$ cat src/rtl/alu_ctrl_seq.sv
// ALU control sequencer: decodes ALUOp/funct into registered ALU controls and
// stretches MULTU/DIVU into a multi-cycle busy window with a completion pulse.
module alu_ctrl_seq #(
  parameter int FUNCT_W    = 6,
  parameter int ALUOP_W    = 4,
  parameter int CTRL_W     = 4,
  parameter int MUL_CYCLES = 4,
  parameter int DIV_CYCLES = 8
) (
  input  logic               clk_i,
  input  logic               rst_i,
  input  logic               valid_i,
  input  logic [FUNCT_W-1:0] funct_i,
  input  logic [ALUOP_W-1:0] ALUOp_i,
  output logic               ready_o,
  output logic               valid_o,
  output logic [CTRL_W-1:0]  ALUCtrl_o,
  output logic               Sign_extend_o,
  output logic               Mux_ALU_src1_o,
  output logic               busy_o,
  output logic               illegal_o
);

  typedef enum logic {IDLE, MULTI} state_e;

  state_e      state_q, state_d;
  logic [7:0]  cnt_q, cnt_d;
  logic [3:0]  ctrl_q;
  logic        sext_q, src1_q, illegal_q, singleDone_q;

  logic [3:0]  decCtrl;
  logic        decSext, decSrc1, decIllegal, decMulti;
  logic [7:0]  decLat;
  logic        accept;

  assign accept = valid_i & ready_o;

  // Combinational decode of the presented operation; only used on an accept.
  always_comb begin
    decCtrl    = 4'd0;
    decSext    = 1'b0;
    decSrc1    = 1'b0;
    decIllegal = 1'b0;
    decMulti   = 1'b0;
    decLat     = 8'd0;
    case (ALUOp_i)
      ALUOP_W'(0): begin
        case (funct_i)
          FUNCT_W'(32'h21): decCtrl = 4'd4;
          FUNCT_W'(32'h23): decCtrl = 4'd5;
          FUNCT_W'(32'h24): decCtrl = 4'd0;
          FUNCT_W'(32'h25): decCtrl = 4'd1;
          FUNCT_W'(32'h2A): decCtrl = 4'd6;
          FUNCT_W'(32'h03): begin decCtrl = 4'd8; decSrc1 = 1'b1; end
          FUNCT_W'(32'h07): decCtrl = 4'd9;
          FUNCT_W'(32'h19): begin
            decCtrl  = 4'd12;
            decMulti = 1'b1;
            decLat   = 8'(MUL_CYCLES - 1);
          end
          FUNCT_W'(32'h1B): begin
            decCtrl  = 4'd13;
            decMulti = 1'b1;
            decLat   = 8'(DIV_CYCLES - 1);
          end
          default: decIllegal = 1'b1;
        endcase
      end
      ALUOP_W'(1): begin decCtrl = 4'd4;  decSext = 1'b1; end
      ALUOP_W'(2): decCtrl = 4'd11;
      ALUOP_W'(3): begin decCtrl = 4'd5;  decSext = 1'b1; end
      ALUOP_W'(4): decCtrl = 4'd10;
      ALUOP_W'(5): decCtrl = 4'd1;
      ALUOP_W'(6): begin decCtrl = 4'd5;  decSext = 1'b1; end
      default:     decIllegal = 1'b1;
    endcase
  end

  always_ff @(posedge clk_i) begin
    if (rst_i) begin
      state_q <= IDLE;
      cnt_q   <= 8'd0;
    end else begin
      state_q <= state_d;
      cnt_q   <= cnt_d;
    end
  end

  // Counter saturates at zero; the zero cycle is the completion cycle.
  always_comb begin
    state_d = state_q;
    cnt_d   = cnt_q;
    case (state_q)
      IDLE: begin
        if (accept && decMulti) begin
          state_d = MULTI;
          cnt_d   = decLat;
        end
      end
      MULTI: begin
        if (cnt_q == 8'd0) state_d = IDLE;
        else               cnt_d   = cnt_q - 8'd1;
      end
      default: state_d = IDLE;
    endcase
  end

  always_comb begin
    ready_o   = (state_q == IDLE);
    busy_o    = (state_q == MULTI);
    valid_o   = singleDone_q | ((state_q == MULTI) && (cnt_q == 8'd0));
    illegal_o = valid_o & illegal_q;
  end

  always_ff @(posedge clk_i) begin
    if (rst_i) begin
      ctrl_q       <= 4'd0;
      sext_q       <= 1'b0;
      src1_q       <= 1'b0;
      illegal_q    <= 1'b0;
      singleDone_q <= 1'b0;
    end else begin
      singleDone_q <= accept & ~decMulti;
      if (accept) begin
        ctrl_q    <= decCtrl;
        sext_q    <= decSext;
        src1_q    <= decSrc1;
        illegal_q <= decIllegal;
      end
    end
  end

  assign ALUCtrl_o      = CTRL_W'(ctrl_q);
  assign Sign_extend_o  = sext_q;
  assign Mux_ALU_src1_o = src1_q;

endmodule
$ cat config.mk
export PLATFORM = sky130hd
export DESIGN_NAME = alu_ctrl_seq
export DESIGN_NICKNAME = d
export VERILOG_FILES = /design/src/rtl/alu_ctrl_seq.sv
export SDC_FILE = /design/constraint.sdc
export NUM_CORES = 1
export LEC_CHECK = 0
export CAP_MARGIN = 40
export CORE_ASPECT_RATIO = 0.9
export CORE_MARGIN = 2
export CORE_UTILIZATION = 50
export CTS_CLUSTER_DIAMETER = 120
export DETAILED_ROUTE_END_ITERATION = 8
export PLACE_DENSITY = 0.78
export SYNTH_ARGS = -nofsm -noshare
export SYNTH_HDL_FRONTEND = slang
export SYNTH_SLANG_ARGS = --single-unit
export TNS_END_PERCENT = 30
$ cat constraint.sdc
create_clock -name clk_i -period 1.97 [get_ports clk_i]
set_input_delay 0.197 -clock clk_i [delete_from_list [all_inputs] [get_ports clk_i]]
set_output_delay 0.197 -clock clk_i [all_outputs]
set_load 0.05 [all_outputs]
==> metrics list <==
- Gate count after technology mapping: 134
- WS Path Type: reg2out
- Root buffer selected by CTS: sky130_fd_sc_hd__clkbuf_4
* Final cycle utilization of the critical path: 105%
- Largest net degree at the start of global routing: 13
* Hold-fix buffers at CTS: 0
* Post-route insts no fill: 201
- Number of antenna diodes: 0
- Register clock-pin slew on the reported worst setup and hold paths: 0.11 ns
* Mapped cell area: 1100 sq um
- Share of synthesized registers carrying an async set or reset: 0%
- In this run the number of H-tree levels came out at 1.
* Fillcell total: 180
- Syn avg cell area: 8.18 sq um
- The min-delay analysis places its worst path in the category reg2reg.
* Library cell occupying the most area in the post-synthesis netlist: sky130_fd_sc_hd__dfxtp_1
- Routability-driven placement finished with a final weighted congestion of 0.966.
- RSZ-0062 raised after global routing: yes
- Flip-flop cell with the highest count after synthesis: sky130_fd_sc_hd__dfxtp_1
- On the final layout, the worst clock skew is 0.0134 ns.
* Actual slew at the worst max-slew pin: 0.505 ns
- Post-place setup slack: -0.181 ns
- The floorplan step defined a die boundary enclosing 2580 sq um.
- The Yosys step of the flow raised 0 warnings.
- STA classifies the critical path endpoint as an output port.
- The analysis attributes to cell leakage a power of 0.607 nW.
- Number of buffers added by the clock tree synthesis step: 3
- Detailed-placement wirelength estimate: 2320 um
- Number of global-route vias before repair: 1125
- The initial utilization of the core area, before any placement, comes to 51.7%.
- Once detail routing completed, the nets flagged for antenna violations numbered 0.
- Shortest clock period the worst path allows after layout: 2.06 ns
* Count of cell types in the netlist: 46
- Violation count after the first detailed-route iteration: 27
- Boundary pin count: 23
- Counting along the longest clock path gives a buffer depth of 2.
- The first detailed-routing pass took 4 iterations.
- Number of buffers inserted by port buffering: 22
* Top-area cell type share of the netlist area: 31.1%
- DR vias: 1183
- Main area contributors after synthesis: sky130_fd_sc_hd__dfxtp_1 (31%), sky130_fd_sc_hd__mux2i_1 (6.4%), sky130_fd_sc_hd__nand2b_1 (6.3%)
- In the final design database the tool counted 189 nets.
* DRC violation count after routing: 0
- Compared with the post-synthesis result, the final layout area differs by 42.6%.
- Fmax achieved: 486 MHz
* DR vias/cell: 5.89
* Area of the core: 2120 sq um
- Measured against its own limit, the worst slew margin works out to 66.2%.
* Clock Latency Late Sink: 0.30 ns
* Initial antenna violation count: 0
* Max Slew Vio Count: 0
- The final reports fail on negative setup slack.
* Number of max-cap violations: 0
- Setup slack after layout: -0.0896 ns
- Counting flops and latches in the post-synthesis netlist gives 17.
- Fraction of final layout cells with drive strength greater than 1: 22.4%
- The floorplan has 16 rows.
- CTS tree: yes
- Detailed-route wire length per cell: 15.4 um
* Sink Count: 17
- The first global-routing pass estimated 4940 um of wire.
- Required arrival time at the worst endpoint: 1.77 ns
- The number of nets in the synthesized netlist is 148.
- Width of the die: 53.4 um
- Peak supply drop: 425 uV
- Counting tap cells, the placed design contains a total of 195 instances.
- EDFF count, synth: 0
- Data arrival time at the worst-slack endpoint: 1.86 ns
* Congestion Overflow GR: 0
- The routed design has 3090 um of wire.
- Power Dens Cells: 467 nW/um^2
* Final count of hold timing violations: 0
- Summing the sequential cell areas from Yosys gives 31.1% of the chip area.
- Startpoint Class: register
* Die Y-Extent: 48.4 um
- GR Util All Layers: 25.3%
* Outcome: finished, violations left
- Count of final setup violators: 2
- In this run the worst path has a maximum fanout of 2.
## final timing paths
kind                                from                     endpoint  slack, ns  depth (start not counted)
max                cnt_q[4]$_SDFFE_PP0P_                    illegal_o      -0.09                          4
min          Mux_ALU_src1_o$_SDFFE_PP0P_  Mux_ALU_src1_o$_SDFFE_PP0P_       0.47                          2
max reg2reg        cnt_q[4]$_SDFFE_PP0P_        cnt_q[2]$_SDFFE_PP0P_       0.02                          5
min reg2reg  Mux_ALU_src1_o$_SDFFE_PP0P_  Mux_ALU_src1_o$_SDFFE_PP0P_       0.47                          2
## cell families (layout without fill, tap and decap cells)
logic type | count (synthesis) | in the layout | share of synthesized area (%)
buffers and inverters | 13 | 53 | 4.68
adders and majority gates | 1 | 1 | 1.14
AOI/OAI and AO/OA | 35 | 35 | 22.8
and+or+nand+nor | 59 | 59 | 32.3
xor gates and xnor gates | 2 | 2 | 1.60
DFF | 17 | 17 | 31.1
muxes | 7 | 7 | 6.39
## where the power goes
group / internal [mW] / total (mW) / switching [mW]
Clock: 0.0774 / 0.197 / 0.119
Combinational: 0.0875 / 0.181 / 0.0937
Sequential: 0.348 / 0.352 / 0.00321
Total: 0.513 / 0.730 / 0.216
## sequential cells by signal (all words and copies together) (netlist names)
signal and flops:
Sign_extend_o 1, ALUCtrl_o 4, busy_o 1, Mux_ALU_src1_o 1, cnt_q 8, illegal_q 1
singleDone_q 1
## final cells by class
type	count	area, sq um	area share, %
Multi-Input combinational cell	104	729	46.7
Timing Repair Buffer	43	398	25.5
Sequential cell	17	345	22.1
Tap cell	27	33.8	2.16
Inverter	6	26.3	1.68
Clock buffer	3	22.5	1.44
Clock inverter	1	7.51	0.480
## layer usage
| metal | global-route usage (%) | part of all wire, % | vias up |
|---|---|---|---|
| met5 | 0 | 0 | - |
| met3 | 7.41 | 6.6 | 2 |
| met2 | 37.4 | 47 | 43 |
| li1 | - | - | 579 |
| met1 | 35.2 | 46 | 559 |
| met4 | 7.69 | 0.81 | 0 |
## stage by stage
step	area [sq um]	hold slack (ns)	power [mW]	utilization, %	setup TNS, ns
5_1_grt	1560	0.486	0.763	73.6	-0.297
2_1_floorplan	1130	0.377	0.450	-	-0.234
4_1_cts	1560	0.466	0.730	73.5	-0.125
3_5_place_dp	1510	0.447	0.537	71.3	-0.634
6_report	1560	0.469	0.730	73.6	-0.144
3_3_place_gp	1510	0.447	0.531	71.3	-0.267
## worst max-delay path: stages (launching register included)
cell and delay, ns:
sky130_fd_sc_hd__dfxtp_2 0.34, sky130_fd_sc_hd__or4_4 0.55, sky130_fd_sc_hd__o41ai_4 0.33, sky130_fd_sc_hd__and2_4 0.21
sky130_fd_sc_hd__buf_12 0.13
## timing repair
item / in CTS / in global routing
pin swaps: 4 / 1
setup endpoints to repair: 2 / 4
resized for setup: 0 / 2
setup buffers: 2 / 0
## cells in the mapped netlist, types with 2 or more instances
master,count
sky130_fd_sc_hd__dfxtp_1,17
sky130_fd_sc_hd__o21ai_1,2
sky130_fd_sc_hd__o31ai_1,2
sky130_fd_sc_hd__a21oi_1,9
sky130_fd_sc_hd__buf_2,2
sky130_fd_sc_hd__nand2b_1,11
sky130_fd_sc_hd__or3_1,2
sky130_fd_sc_hd__nor2_1,12
sky130_fd_sc_hd__xnor2_1,2
sky130_fd_sc_hd__a211oi_1,5
sky130_fd_sc_hd__nand4_1,2
sky130_fd_sc_hd__nor2b_1,2
sky130_fd_sc_hd__nand2_1,12
sky130_fd_sc_hd__nand3b_1,2
sky130_fd_sc_hd__or4_4,2
sky130_fd_sc_hd__inv_1,6
sky130_fd_sc_hd__clkbuf_1,5
sky130_fd_sc_hd__nor3_1,2
sky130_fd_sc_hd__a22oi_1,2
sky130_fd_sc_hd__mux2i_1,7
sky130_fd_sc_hd__nand3_1,2
sky130_fd_sc_hd__nor4_1,2
## cells in the final DEF (no fill, tap or decap), drive strengths merged, types with 3 or more instances in the layout
cell type and n:
nand2 12, clkbuf 3, clkdlybuf4s50 20, buf 23, mux2i 7, a21oi 9
a211oi 5, nor2 12, o31ai 3, nor4 3, o21ai 3, inv 5
dfxtp 17, nand2b 11
No activity file was read; power rests on OpenSTA's default activity.
